$ cat config.mk
export PLATFORM = sky130hd
export DESIGN_NAME = mprj_io_serial_loader
export DESIGN_NICKNAME = d
export VERILOG_FILES = /design/src/rtl/mprj_io_serial_loader.sv
export SDC_FILE = /design/constraint.sdc
export NUM_CORES = 1
export LEC_CHECK = 0
export CORE_MARGIN = 2
export CORE_UTILIZATION = 50
export DETAILED_ROUTE_END_ITERATION = 8
export GPL_TIMING_DRIVEN = 1
export PLACE_DENSITY = 0.84
export SYNTH_ARGS = -nofsm -noshare
export SYNTH_HDL_FRONTEND = slang
export SYNTH_SLANG_ARGS = --single-unit
$ cat constraint.sdc
create_clock -name clock -period 1.8 [get_ports clock]
set_clock_uncertainty 0.05 [all_clocks]
set_input_delay 0.45 -clock clock [delete_from_list [all_inputs] [get_ports clock]]
set_output_delay 0.45 -clock clock [all_outputs]
set_load 0.005 [all_outputs]
$ cat src/rtl/mprj_io_serial_loader.sv
// -----------------------------------------------------------------------------
// mprj_io_serial_loader
//
// Programs the per-pad GPIO control blocks through their serial configuration
// chain. On start, one configuration word per pad is fetched from the
// management-side register array (pad NUM_PADS-1 first, pad 0 last). Each word
// is shifted MSB-first into the chain. A final load strobe then makes every
// control block apply its new configuration at the same time.
//
// Ports:
//   clock          core clock
//   reset          synchronous, active-high reset
//   start          single-cycle request to (re)load the whole chain
//   cfg_word       configuration word for pad cfg_index (sampled at captures)
//   cfg_index      pad whose word is requested
//   busy           transfer in progress
//   done           one-cycle pulse when the load strobe completes
//   serial_clock   chain shift clock (low first half, high second half of bit)
//   serial_data    chain serial data, changes only while serial_clock is low
//   serial_load    chain apply strobe, high for CLK_DIV cycles
//   serial_resetn  active-low chain reset, released on first edge out of reset
// -----------------------------------------------------------------------------
`timescale 1ns/1ps

`ifndef MPRJ_IO_PADS
`define MPRJ_IO_PADS 38
`endif

module mprj_io_serial_loader #(
    parameter int NUM_PADS = `MPRJ_IO_PADS,
    parameter int CFG_BITS = 13,
    parameter int CLK_DIV  = 2,
    parameter int IDXW     = $clog2(NUM_PADS)
) (
    input  logic                clock,
    input  logic                reset,
    input  logic                start,
    input  logic [CFG_BITS-1:0] cfg_word,
    output logic [IDXW-1:0]     cfg_index,
    output logic                busy,
    output logic                done,
    output logic                serial_clock,
    output logic                serial_data,
    output logic                serial_load,
    output logic                serial_resetn
);

    localparam int DIVW = $clog2(2 * CLK_DIV) + 1;
    localparam int BITW = $clog2(CFG_BITS) + 1;

    localparam logic [DIVW-1:0] DIV_ONE  = DIVW'(1);
    localparam logic [DIVW-1:0] DIV_RISE = DIVW'(CLK_DIV - 1);
    localparam logic [DIVW-1:0] DIV_LAST = DIVW'(2 * CLK_DIV - 1);
    localparam logic [BITW-1:0] BIT_ONE  = BITW'(1);
    localparam logic [BITW-1:0] BIT_LAST = BITW'(CFG_BITS - 1);
    localparam logic [IDXW-1:0] IDX_ONE  = IDXW'(1);
    localparam logic [IDXW-1:0] IDX_TOP  = IDXW'(NUM_PADS - 1);

    typedef enum logic [1:0] {
        IDLE,
        SHIFT,
        LOAD
    } state_e;

    state_e              state_q;
    logic [DIVW-1:0]     div_q;    // cycle within the current bit (or load strobe)
    logic [BITW-1:0]     bit_q;    // bit within the current word
    logic [IDXW-1:0]     word_q;   // words still to fetch after the current one
    // The word's MSB lives in serial_data; only the remaining bits are held here.
    logic [CFG_BITS-2:0] shreg_q;

    // NOTE: every register in this block is updated with non-blocking
    // assignments so all of them see the same pre-edge values.
    always_ff @(posedge clock) begin
        if (reset) begin
            state_q       <= IDLE;
            div_q         <= '0;
            bit_q         <= '0;
            word_q        <= '0;
            shreg_q       <= '0;
            cfg_index     <= IDX_TOP;
            busy          <= 1'b0;
            done          <= 1'b0;
            serial_clock  <= 1'b0;
            serial_data   <= 1'b0;
            serial_load   <= 1'b0;
            serial_resetn <= 1'b0;
        end else begin
            serial_resetn <= 1'b1;
            done          <= 1'b0;

            case (state_q)
                IDLE: begin
                    if (start) begin
                        shreg_q      <= cfg_word[CFG_BITS-2:0];
                        serial_data  <= cfg_word[CFG_BITS-1];
                        serial_clock <= 1'b0;
                        busy         <= 1'b1;
                        cfg_index    <= cfg_index - IDX_ONE;
                        word_q       <= IDX_TOP;
                        bit_q        <= '0;
                        div_q        <= '0;
                        state_q      <= SHIFT;
                    end
                end

                SHIFT: begin
                    if (div_q == DIV_RISE) begin
                        // Midpoint of the bit: data has had CLK_DIV cycles of setup.
                        serial_clock <= 1'b1;
                        div_q        <= div_q + DIV_ONE;
                    end else if (div_q == DIV_LAST) begin
                        // End of the bit: clock falls and the next bit is presented.
                        serial_clock <= 1'b0;
                        div_q        <= '0;
                        if (bit_q == BIT_LAST) begin
                            bit_q <= '0;
                            if (word_q == '0) begin
                                serial_data <= 1'b0;
                                serial_load <= 1'b1;
                                state_q     <= LOAD;
                            end else begin
                                shreg_q     <= cfg_word[CFG_BITS-2:0];
                                serial_data <= cfg_word[CFG_BITS-1];
                                word_q      <= word_q - IDX_ONE;
                                // Index saturates at pad 0 until the transfer ends.
                                if (cfg_index != '0) begin
                                    cfg_index <= cfg_index - IDX_ONE;
                                end
                            end
                        end else begin
                            bit_q       <= bit_q + BIT_ONE;
                            serial_data <= shreg_q[CFG_BITS-2];
                            shreg_q     <= shreg_q << 1;
                        end
                    end else begin
                        div_q <= div_q + DIV_ONE;
                    end
                end

                LOAD: begin
                    if (div_q == DIV_RISE) begin
                        serial_load <= 1'b0;
                        busy        <= 1'b0;
                        done        <= 1'b1;
                        cfg_index   <= IDX_TOP;
                        div_q       <= '0;
                        state_q     <= IDLE;
                    end else begin
                        div_q <= div_q + DIV_ONE;
                    end
                end

                default: state_q <= IDLE;
            endcase
        end
    end

endmodule
**Yosys cells after proc, flatten, opt, wreduce, memory -nomap -nowiden**

Cells that the tools add are included.

- Register bits: 40
- Output and inout bits: 12
- Logic and storage cells: 106

- Add/sub/neg operators: 4
- Eq/ne operators: 15
- Mux-type cells: 57
- Bitwise logic cells: 1
- Reductions and logical operators: 17

Operator list:

| operator | count |
|---|---|
| 2-to-1 mux 6 bit | 12 |
| 2-to-1 mux 12 bit | 5 |
| one-hot mux 12 bit (2 select lines) | 1 |
| 2-to-1 mux 5 bit | 4 |
| one-hot mux 6 bit (3 select lines) | 1 |
| AND reduction 6 bit | 3 |
| 2-to-1 mux 1 bit | 16 |
| != test 2 bit, second input constant | 8 |
| 2-to-1 mux 2 bit | 6 |
| 2-to-1 mux 3 bit | 4 |
| one-hot mux 6 bit (2 select lines) | 1 |
| subtractor 6 x 1 -> 6 bit, second input constant | 2 |
| one-hot mux 5 bit (2 select lines) | 1 |
| one-hot mux 3 bit (3 select lines) | 1 |
| one-hot mux 1 bit (2 select lines) | 4 |
| AND reduction 8 bit | 1 |
| logical NOT 6 bit | 1 |
| != test 3 bit, second input constant | 2 |
| one-hot mux 2 bit (3 select lines) | 1 |
| AND reduction 3 bit | 2 |
| nonzero test 2 bit | 3 |
| nonzero test 6 bit | 1 |
| adder 5 x 1 -> 5 bit, second input constant | 1 |
| == test 5 x 4 -> 1 bit, second input constant | 1 |
| other kinds (12) | 12 |

**Depth between registers and ports, before layout**

- Depth after elaboration: 7
- Mapped depth: 8
- Depth with buffers taken out: 7

**Worst setup path before layout**

No wires, ideal clock.

- Kind: flip-flop to flip-flop
- Start point: reg state_q[0]
- End point: reg cfg_index[0]
- Setup time: 0.120 ns
- Arrival: 1.696 ns
- Data required time: 1.630 ns
- Path slack: -0.065 ns
- Stages on the path, launching flop included: 9
- Period minus slack after synthesis: 1.865 ns
- Cell sequence: dfxtp_1 > inv_1 > ha_1 > and2b_1 > nor2_1 > and3_1 > buf_4 > nand3b_4 > o31a_1

- Cells in the longest elaborated chain, start to end: 3

RTL lines:

| what | RTL line | RTL |
|---|---|---|
| from (decl) | 65 | `state_e state_q;` |
| from (signal assigned) | 76 | `state_q <= IDLE;` |
| from (signal assigned) | 103 | `state_q <= SHIFT;` |
| from (signal assigned) | 121 | `state_q <= LOAD;` |
| == test 2 x 1 -> 1 bit, or another cell as far along | 92 | `case (state_q)` |
| != test 2 bit (no line) or nonzero test 3 bit (tied branches) | -- |  |
| AND reduction 8 bit (no line) | -- |  |
| to (signal assigned) | 99 | `cfg_index <= cfg_index - IDX_ONE;` |
| to (signal assigned) | 128 | `cfg_index <= cfg_index - IDX_ONE;` |
| to (decl) | 39 | `output logic [IDXW-1:0] cfg_index,` |

Several ways; a longest one is shown, not always the timed one.
A chain may end at the register's enable or synchronous reset.

**Worst setup path in the final report**

- Start point: reg state_q[0]
- End point: reg word_q[2]

- Cells in the longest elaborated chain, start to end: 3

RTL lines:

| what | RTL line | RTL |
|---|---|---|
| == test 2 x 1 -> 1 bit or logical NOT 2 bit (tied branches) | 92 |  |
| != test 2 bit (no line) or nonzero test 2 bit (tied branches) | -- |  |
| AND reduction 6 bit (no line) | -- |  |
| to (signal assigned) | 125 | `word_q <= word_q - IDX_ONE;` |
| to (decl) | 68 | `logic [IDXW-1:0] word_q;` |

Several ways; a longest one is shown, not always the timed one.

==> run metrics <==
unrepaired setup endpoints after global routing yes; CP top delay family buffers and inverters; fin worst setup slack -0.0674 ns; number of flops mapped to enable cells by yosys 0; CP Launch Type flip-flop; sequential share of the synthesized area 0.356; CP Capture Type flip-flop; CTS tree done; DP HPWL 3.80 mm; Critical Path Max Stage Delay 0.37 ns; Starting Density 0.516; Buf/Inv on CP 3; Clock Tree Root clkbuf_8; max-cap viol count 0; R2R cell count 9; post-route ant nets 0; die area 5050 µm²; hold depth 2; layout cells sized above 1 0.399; failing checks negative setup slack; first-pass GRT wire length 10.6 mm; die height 71.1 µm; status finished, violations left; Worst Hold Class reg -> reg; I/O pin total 28; layout overhead on the synthesized area 51.7%; Least-Margin Pin Slew 0.306 ns; pin count of the biggest net entering global routing 29; vias in the first global route 2295; maximum clock frequency 0.535 GHz; Netlist Area Pre-Place 2250 µm²; most common cell after layout, fill and taps aside buf_4; async set-reset flop share out of synthesis 0; Reg2Reg Setup Slack -0.07 ns; synthesized flop and latch total 40; Residual DRC 0; initial antenna violation count 0; Final Core Density 0.783; via count 2328; Yosys warnings 0; DR WL/cell 19.2 µm; Ant. Diodes 0; placed insts 363; Hold Vio Cnt, Final 0; Mean Syn Cell Area 8.85 µm²; Port-buffer cells 27; vias per inst 6.08; GRT overflow 0; non-filler cells in the finished layout 383; Post-Route WL 7.35 mm; Post-Syn Nets 285; Crit Path Class reg -> reg; CP required 1.95 ns; crit share post-route 1.04; Cells after Synth 254; Slew headroom 0.795; max-slew violations 0; FP Rows 24; Crit path depth 9; Placement Cell Area 2870 µm²; Power Dens Cells 1350 nW/µm²; CTS H-Tree Depth 2; Yosys cell types 57; CP Cell Sequence buf_12 > ha_4 > buf_12 > nor2_4 > nor2_4 > buf_6 > and3_4 > o21a_1 > o221a_2; Critical Path Slowest Stage Cell dfxtp_4; Worst EP arrival 2.01 ns; Min Clock Period, post-route 1.87 ns; CTS buffer count 5; Max FO, Critical Path 8; core area 4350 µm²; design area 3410 µm²; die width 71.1 µm; worst slack, placed -0.459 ns; Sink Count 40; Post-synth top flop dfxtp_1; GP Congestion 0.895; nets@finish 361; Clock Latency Late Sink 0.30 ns; hold_ws 0.445 ns; most frequent cells in the layout buf_4, nor2_1, dfxtp_1, clkdlybuf4s50_1, nand2_1; Max VDD drop 751 µV; Leak 1.36 nW; total routing usage reported by global routing 0.268; clk slew on worst S/H paths 0.08 ns; final setup vio count 6; drt first pass iters 5; Clock Path Buffers 2; hold-fix buffers at CTS 0; initial DRC count 161
-- synthesized netlist by cell type (all sizes together) (3+ instances only) --
cell,count,area share
ha,15,0.083
xnor2,3,0.012
nand3,12,0.027
clkbuf,5,0.0083
nor3,7,0.016
nand2b,5,0.016
a21oi,11,0.026
inv,15,0.025
or3,3,0.011
dfxtp,40,0.36
o21ai,9,0.022
nand4,3,0.0083
a2bb2oi,3,0.012
nand2,14,0.024
and3,3,0.0083
buf,6,0.021
a22oi,4,0.013
a211oi,12,0.040
nor2,37,0.065
mux2i,13,0.058
-- through the flow --
step           power (mW)  setup TNS, ns
3_5_place_dp         3.08          -9.36
4_1_cts              4.26              0
3_3_place_gp         3.02          -8.57
6_report             4.61         -0.143
5_1_grt              4.82         -0.758
2_1_floorplan        2.35              0
-- power by group --
part	switching [mW]	total (mW)	internal, mW
Combinational	1.29	2.61	1.32
Clock	0.338	0.748	0.410
Sequential	0.166	1.25	1.08
Total	1.80	4.61	2.81
-- area by class of cell --
cell class / instances / area [µm²]
fill: 253 / 943
clock buffer: 5 / 68.8
timing repair buffer: 80 / 751
clock inverter: 3 / 42.5
multi-input combinational: 188 / 1600
tap: 52 / 65.1
inverter: 15 / 61.3
sequential: 40 / 823
-- tightest hold or removal path, stage by stage, from the launching register on --
cell and delay, ns:
dfxtp_1 0.32, nor2_1 0.09, a211oi_1 0.05
-- routing by layer --
metal	vias up	track usage	part of all wire	routed length (µm)
met5	-	0	0	0
met4	0	0.130	0.038	277
met3	29	0.0584	0.064	472
met2	117	0.481	0.52	3810
met1	1111	0.299	0.38	2790
li1	1071	-	-	-
-- what timing repair did --
| action | in CTS | in global routing |
|---|---|---|
| pin swaps | 14 | 18 |
| resized for setup | 38 | 48 |
| setup endpoints to repair | 27 | 31 |
| cloned | 2 | 0 |
| setup buffers | 9 | 5 |
-- path summary, 6_finish.rpt --
kind | end | start
max | word_q[2] | state_q[0]
min | shreg_q[8] | shreg_q[8]
max reg2reg | word_q[2] | state_q[0]
min reg2reg | shreg_q[8] | shreg_q[8]
-- registers in the layout, summed over array words and instances, names as in the netlist, 2 cells and up --
signal     cells
word_q         6
shreg_q       12
cfg_index      6
state_q        2
div_q          3
bit_q          5
-- cell families after synthesis --
logic type | after synthesis | synth area share
XOR/XNOR | 4 | 0.0156
flip-flops | 40 | 0.356
buffers and inverters | 26 | 0.0540
multiplexers | 15 | 0.0679
adder cells (fa/ha/maj) | 15 | 0.0835
AO/OA/AOI/OAI | 62 | 0.214
AND/OR/NAND/NOR | 92 | 0.209
(Power assumes the default switching activity.)
